--- src/rtl/cordic_arbiter_if.sv ---
// -----------------------------------------------------------------------------
// cordic_arbiter_if
//   Bundles the requester-side and core-side signals of cordic_arbiter.
//
//   Requester side:
//     req_valid  [NUM_REQ]     per-requester request valid
//     req_rad    [NUM_REQ*32]  per-requester angle, slice i = [32*i +: 32]
//     req_ready  [NUM_REQ]     one-hot grant
//     rsp_valid  [NUM_REQ]     one-hot response strobe
//     rsp_sin    [16]          shared result sine
//     rsp_cos    [16]          shared result cosine
//   Core side:
//     cordic_rad [32]          angle to the core
//     cordic_vin               valid_in to the core
//     cordic_vout              valid_out from the core
//     cordic_s   [16]          sine from the core
//     cordic_c   [16]          cosine from the core
//
//   Modports:
//     slave  - the arbiter's view
//     master - the surrounding voices and core
// -----------------------------------------------------------------------------
interface cordic_arbiter_if #(
  parameter int NUM_REQ = 4
);
  logic [NUM_REQ-1:0]    req_valid;
  logic [NUM_REQ*32-1:0] req_rad;
  logic [NUM_REQ-1:0]    req_ready;
  logic [NUM_REQ-1:0]    rsp_valid;
  logic [15:0]           rsp_sin;
  logic [15:0]           rsp_cos;
  logic [31:0]           cordic_rad;
  logic                  cordic_vin;
  logic                  cordic_vout;
  logic [15:0]           cordic_s;
  logic [15:0]           cordic_c;

  modport slave (
    input  req_valid, req_rad, cordic_vout, cordic_s, cordic_c,
    output req_ready, rsp_valid, rsp_sin, rsp_cos, cordic_rad, cordic_vin
  );

  modport master (
    output req_valid, req_rad, cordic_vout, cordic_s, cordic_c,
    input  req_ready, rsp_valid, rsp_sin, rsp_cos, cordic_rad, cordic_vin
  );
endinterface

--- src/rtl/cordic_arbiter.sv ---
// -----------------------------------------------------------------------------
// cordic_arbiter
//   Shares one pipelined CORDIC sin/cos core between NUM_REQ phase requesters.
//   Round-robin grant, at most one issue per clock. The requester index rides
//   in a tag pipeline alongside the core so each result is steered back to the
//   requester that issued it.
//
//   Parameters:
//     NUM_REQ  number of requesters (2..16)
//     LATENCY  core latency, cordic_vin to cordic_vout, in clocks
//
//   Ports:
//     clock     system clock, rising edge
//     reset     asynchronous, active-low reset
//     bus       cordic_arbiter_if.slave (request, response and core signals)
//     busy      high while an issue or any tag stage is in flight
//     err_sync  sticky: core valid_out disagreed with the tag pipeline
//
//   Build option:
//     CORDIC_ARB_PRIO_EN  when defined, requester 0 has fixed highest priority
//                         and does not move the round-robin pointer; the
//                         others rotate among themselves.
// -----------------------------------------------------------------------------
module cordic_arbiter #(
  parameter int NUM_REQ = 4,
  parameter int LATENCY = 16
) (
  input  logic            clock,
  input  logic            reset,
  cordic_arbiter_if.slave bus,
  output logic            busy,
  output logic            err_sync
);

  localparam int IDX_W = $clog2(NUM_REQ);
  localparam int SUM_W = IDX_W + 1;

`ifdef CORDIC_ARB_PRIO_EN
  localparam bit PRIO_EN = 1'b1;
`else
  localparam bit PRIO_EN = 1'b0;
`endif

  logic [IDX_W-1:0]   ptr;
  logic [IDX_W-1:0]   ptr_next;
  logic               grant_found;
  logic [IDX_W-1:0]   grant_idx;
  logic [NUM_REQ-1:0] grant_vec;
  logic [SUM_W-1:0]   scan_sum;
  logic [IDX_W-1:0]   scan_idx;

  logic [IDX_W-1:0]   issue_idx;
  logic [LATENCY-1:0] tag_v;
  logic [IDX_W-1:0]   tag_idx [LATENCY];
  logic [NUM_REQ-1:0] rsp_onehot;

  // Grant scan: walk ptr, ptr+1, ... modulo NUM_REQ and take the first pending
  // requester. With priority enabled, requester 0 wins outright and is
  // skipped by the rotating scan.
  always_comb begin
    grant_found = 1'b0;
    grant_idx   = '0;
    scan_sum    = '0;
    scan_idx    = '0;
    if (PRIO_EN && bus.req_valid[0]) begin
      grant_found = 1'b1;
      grant_idx   = '0;
    end
    for (int k = 0; k < NUM_REQ; k++) begin
      scan_sum = {1'b0, ptr} + SUM_W'(k);
      if (scan_sum >= SUM_W'(NUM_REQ)) begin
        scan_sum = scan_sum - SUM_W'(NUM_REQ);
      end
      scan_idx = scan_sum[IDX_W-1:0];
      if (!grant_found && bus.req_valid[scan_idx] && !(PRIO_EN && scan_idx == '0)) begin
        grant_found = 1'b1;
        grant_idx   = scan_idx;
      end
    end
  end

  always_comb begin
    grant_vec = '0;
    if (grant_found) begin
      grant_vec[grant_idx] = 1'b1;
    end
  end

  // Grant is forced low while reset is held so no requester sees a phantom
  // handshake during reset.
  assign bus.req_ready = reset ? grant_vec : '0;

  // A priority grant to requester 0 leaves the rotation where it was.
  always_comb begin
    ptr_next = ptr;
    if (grant_found && !(PRIO_EN && grant_idx == '0)) begin
      ptr_next = (grant_idx == IDX_W'(NUM_REQ - 1)) ? '0 : grant_idx + 1'b1;
    end
  end

  // Issue register: angle and valid to the core, plus the index that starts
  // its journey down the tag pipeline.
  always_ff @(posedge clock or negedge reset) begin
    if (!reset) begin
      ptr            <= '0;
      bus.cordic_rad <= '0;
      bus.cordic_vin <= 1'b0;
      issue_idx      <= '0;
    end else begin
      ptr            <= ptr_next;
      bus.cordic_vin <= grant_found;
      issue_idx      <= grant_idx;
      if (grant_found) begin
        bus.cordic_rad <= bus.req_rad[{grant_idx, 5'b00000} +: 32];
      end
    end
  end

  // The core sees valid_in the cycle after the handshake and answers LATENCY
  // cycles later, so the tags are fed from the issue register rather than the
  // raw grant; that lines the last stage up with cordic_vout. Never stalls.
  always_ff @(posedge clock or negedge reset) begin
    if (!reset) begin
      tag_v <= '0;
      for (int i = 0; i < LATENCY; i++) begin
        tag_idx[i] <= '0;
      end
    end else begin
      tag_v[0]   <= bus.cordic_vin;
      tag_idx[0] <= issue_idx;
      for (int i = 1; i < LATENCY; i++) begin
        tag_v[i]   <= tag_v[i-1];
        tag_idx[i] <= tag_idx[i-1];
      end
    end
  end

  always_comb begin
    rsp_onehot = '0;
    rsp_onehot[tag_idx[LATENCY-1]] = 1'b1;
  end

  // Response steering and sync check. A result with no matching tag, or a tag
  // with no result, latches err_sync; a tag without a result is dropped.
  always_ff @(posedge clock or negedge reset) begin
    if (!reset) begin
      bus.rsp_valid <= '0;
      bus.rsp_sin   <= '0;
      bus.rsp_cos   <= '0;
      err_sync      <= 1'b0;
    end else begin
      if (tag_v[LATENCY-1] && bus.cordic_vout) begin
        bus.rsp_valid <= rsp_onehot;
        bus.rsp_sin   <= bus.cordic_s;
        bus.rsp_cos   <= bus.cordic_c;
      end else begin
        bus.rsp_valid <= '0;
      end
      if (tag_v[LATENCY-1] != bus.cordic_vout) begin
        err_sync <= 1'b1;
      end
    end
  end

  assign busy = (|tag_v) | bus.cordic_vin;

endmodule

--- src/flat_wrapper.sv ---
// flat-port wrapper written by rule: the top's interface ports become plain ports
module cordic_arbiter_flat 
#(
  parameter int NUM_REQ = 4,
  parameter int LATENCY = 16
)
  (clock, reset, busy, err_sync, bus_req_valid, bus_req_rad, bus_cordic_vout, bus_cordic_s, bus_cordic_c, bus_req_ready, bus_rsp_valid, bus_rsp_sin, bus_rsp_cos, bus_cordic_rad, bus_cordic_vin);
  cordic_arbiter_if #(.NUM_REQ(NUM_REQ)) bus_i ();
  input  logic clock;
  input  logic reset;
  output logic busy;
  output logic err_sync;
  input wire logic [$bits(bus_i.req_valid)-1:0] bus_req_valid;
  input wire logic [$bits(bus_i.req_rad)-1:0] bus_req_rad;
  input wire logic [$bits(bus_i.cordic_vout)-1:0] bus_cordic_vout;
  input wire logic [$bits(bus_i.cordic_s)-1:0] bus_cordic_s;
  input wire logic [$bits(bus_i.cordic_c)-1:0] bus_cordic_c;
  output wire logic [$bits(bus_i.req_ready)-1:0] bus_req_ready;
  output wire logic [$bits(bus_i.rsp_valid)-1:0] bus_rsp_valid;
  output wire logic [$bits(bus_i.rsp_sin)-1:0] bus_rsp_sin;
  output wire logic [$bits(bus_i.rsp_cos)-1:0] bus_rsp_cos;
  output wire logic [$bits(bus_i.cordic_rad)-1:0] bus_cordic_rad;
  output wire logic [$bits(bus_i.cordic_vin)-1:0] bus_cordic_vin;
  assign bus_i.req_valid = bus_req_valid;
  assign bus_i.req_rad = bus_req_rad;
  assign bus_i.cordic_vout = bus_cordic_vout;
  assign bus_i.cordic_s = bus_cordic_s;
  assign bus_i.cordic_c = bus_cordic_c;
  assign bus_req_ready = bus_i.req_ready;
  assign bus_rsp_valid = bus_i.rsp_valid;
  assign bus_rsp_sin = bus_i.rsp_sin;
  assign bus_rsp_cos = bus_i.rsp_cos;
  assign bus_cordic_rad = bus_i.cordic_rad;
  assign bus_cordic_vin = bus_i.cordic_vin;
  cordic_arbiter #(.NUM_REQ(NUM_REQ), .LATENCY(LATENCY)) u_core (.clock(clock), .reset(reset), .bus(bus_i), .busy(busy), .err_sync(err_sync));
endmodule
--- config.mk ---
export PLATFORM = sky130hd
export DESIGN_NAME = cordic_arbiter_flat
export DESIGN_NICKNAME = d
export VERILOG_FILES = /design/src/rtl/cordic_arbiter_if.sv /design/src/rtl/cordic_arbiter.sv /design/src/flat_wrapper.sv
export SDC_FILE = /design/constraint.sdc
export NUM_CORES = 1
export LEC_CHECK = 0
export BUFFER_PORTS_ARGS = -buffer_cell sky130_fd_sc_hd__buf_2
export CORE_MARGIN = 3
export CORE_UTILIZATION = 42
export DETAILED_ROUTE_END_ITERATION = 8
export PLACE_DENSITY = 0.73
export SYNTH_ARGS = -nofsm -noshare
export SYNTH_HDL_FRONTEND = slang
export SYNTH_SLANG_ARGS = --single-unit
--- constraint.sdc ---
create_clock -name clock -period 2.2 [get_ports clock]
set_clock_uncertainty 0.05 [all_clocks]
set_input_delay 0.11 -clock clock [delete_from_list [all_inputs] [get_ports clock]]
set_output_delay 0.11 -clock clock [all_outputs]
set_load 0.02 [all_outputs]
==> impl_metrics.ini <==
[run_status]
status = finished, final reports clean

[yosys]
synth_nets = 555
avgSynthCellArea_um2 = 13.3
synth_edf_count = 0
synth_seq_cells = 122
netlist_area_um2 = 5150
synth.distinct_cells = 33
synthArstFlopShare_pct = 100
synth_seq_area_share_pct = 59.3
postSynthCellCount = 386
yosys_warnings = 0
dominantRegCellSynth = dfrtp_1

[setup_path]
cp-start-kind = register
crit_fanout = 5
arrival_ps = 1970
end_kind = output port
crit_required_ps = 2040
worstSetupPathType = register to output port
reg2reg_slack_ps = 130

[route]
ant_nets = 0
routed-via-count = 4506
drt_iter0_markers = 268
vias_per_cell = 5.19
drc_errors = 0
drt-total-wl_um = 15600
wl_per_cell_um = 18.0
first_pass_iters = 4

[floorplanning]
die-area_um2 = 13600
io_pins = 242
start_util_pct = 44.0
fp.dieH_um = 117
core.rowCount = 39
die_x_um = 117
core_area_um2 = 11700

[layout]
drive_gt1_share_pct = 50.3
fin_nets = 883
antenna-diode-count = 0
area_growth_pct = 57.1
nFillCells = 818
utilization_pct = 69.1

[grt]
grt_overflow = 0
grt_max_degree = 117
grt_pass1_wl_um = 23500
use_met3_pct = 7.88
busiest_layer = met2
grt_pass1_vias = 4650
grt_use_met2_pct = 38.3
grtUsageMet1_pct = 26.6
grt.total_usage_pct = 22.5
antenna_found_initial = 0

[clock_tree]
clock_path_buffers = 2
clkTransAtPathRegs_ps = 60
root_buffer = clkbuf_16
htreeDepth = 4
cts_tree = yes
clock-sinks = 122
insertion_delay_ps = 400
cts_buffers = 17

[placed_design]
io_buffer_count = 241
routabilityCongestion = 0.823
dp_hpwl_um = 9700

[sta]
hold_viol_final = 0
fmax_mhz = 469
report.final.slew_viol_count = 0
min_period_ps = 2130
setup_tns_ps = 0
finalSetupViolations = 0
fin_crit_sh_pct = 96.9
slew-limit-headroom_pct = 60.6
worstMarginPinSlew_ps = 592

[flow_run]
max_cap_violations = 0

[worst_hold_path]
hold_class = input pin to register

[power]
vdd_drop_max_uv = 619
p_leak_nw = 3.77
p_per_area_nw_per_um2 = 1140
==> flip-flops by register name (all words and copies together), names as in the netlist <==
signal	cells
u_core.bus.cordic_vin	1
u_core.bus.rsp_cos	16
u_core.bus.rsp_sin	16
u_core.tag_idx	32
u_core.tag_v	16
u_core.err_sync	1
u_core.issue_idx	2
u_core.bus.rsp_valid	4
u_core.bus.cordic_rad	32
u_core.ptr	2
==> where the power goes <==
part           switching (mW)  internal (mW)  total (mW)  leakage [nW]
Clock                   0.969           2.13        3.10         0.322
Combinational            1.71           1.29        3.00          2.07
Sequential              0.301           2.85        3.15          1.38
==> placed cells by master (no fill, tap or decap), drive strengths merged <==
master / n
nor2: 37
o22a: 1
dlygate4sd3: 76
a211oi: 64
and3: 4
a31oi: 1
nor4: 3
bufbuf: 1
o32ai: 1
and3b: 1
o21a: 1
inv: 7
nand4: 1
clkinvlp: 2
or2: 2
nor3: 1
bufinv: 5
nor3b: 33
a21boi: 1
and2: 1
mux2: 33
o22ai: 2
clkbuf: 21
buf: 261
ha: 2
dfrtp: 122
nand2: 4
mux2i: 33
or4: 1
clkinv: 2
a21oi: 2
==> kinds of logic after synthesis <==
logic type	count (synthesis)	synth area share [%]
AOI/OAI and AO/OA	73	13.4
adders and majority gates	2	0.486
buffers and inverters	35	3.62
DFF	122	59.3
muxes	66	13.6
and+or+nand+nor	88	9.55
==> cells in the mapped netlist, types with 2 or more instances <==
cell type    n  area, µm²
buf_6        5       56.3
ha_1         2       25.0
clkbuf_1    14       52.6
buf_4        3       22.5
mux2_2      33        372
nor3b_1     33        248
dfrtp_1    122       3050
nor4_1       3       18.8
mux2i_1     33        330
and3_1       4       25.0
nand2_1      4       15.0
buf_1        2       7.51
a211oi_2    27        338
buf_2        5       25.0
a211oi_1    37        278
a21oi_1      2       10.0
nor2_1      37        139
inv_2        5       18.8
==> layer usage <==
layer	part of all wire, %	vias up
li1	-	2084
met1	40	2177
met2	50	220
met3	8.8	25
met4	1.9	0
met5	0	-
==> what timing repair did <==
| action | 4_1_cts | 5_1_grt |
|---|---|---|
| resized for setup | 1 | 7 |
| hold buffers | 76 | 0 |
| gates cloned | 1 | 0 |
| hold endpoints to repair | 177 | 0 |
| endpoints found under the setup margin | 4 | 4 |
| setup buffers | 6 | 3 |
| pin swaps | 1 | 4 |
==> worst paths after layout <==
path,to,from,cells past startpoint
max,bus_req_ready[2],u_core.ptr[1],7
min,u_core.bus.cordic_rad[30],bus_req_rad[62],3
max reg2reg,u_core.bus.cordic_rad[12],u_core.ptr[1],8
min reg2reg,u_core.tag_idx[18],u_core.tag_idx[20],0
max in group asynchronous,u_core.tag_v[10],reset,3
min in group asynchronous,u_core.bus.cordic_rad[31],reset,2
==> stage by stage <==
stage | std cells | cell area [µm²] | setup slack [ps] | hold slack, ps | power (mW)
after floorplan | 386 | 5150 | 32.7 | -236 | 4.87
after global placement | 752 | 6530 | 286 | -91.4 | 5.78
after detailed placement | 752 | 6530 | 176 | -92.1 | 5.85
after CTS | 866 | 8030 | 14.6 | 0.531 | 9.23
after global routing | 869 | 8090 | -16.1 | 28.1 | 9.68
final | 869 | 8090 | 68.7 | 13.7 | 9.25
==> final cells by class <==
cell class	count	area [µm²]	area share (%)
clock buffer	21	480	5.94
sequential	122	3050	37.7
timing repair buffer	338	2210	27.4
tap	143	179	2.21
clock inverter	10	188	2.32
inverter	6	22.5	0.278
multi-input combinational	229	1950	24.1
==> critical path, cell delays in order, from the launching register on <==
cell and delay (ps):
dfrtp_1 420, buf_6 150, mux2i_1 110, and2_1 160, or2_4 270, buf_4 160
and3_1 160, buf_2 150
Note: power is estimated with default switching activity, not from simulation.
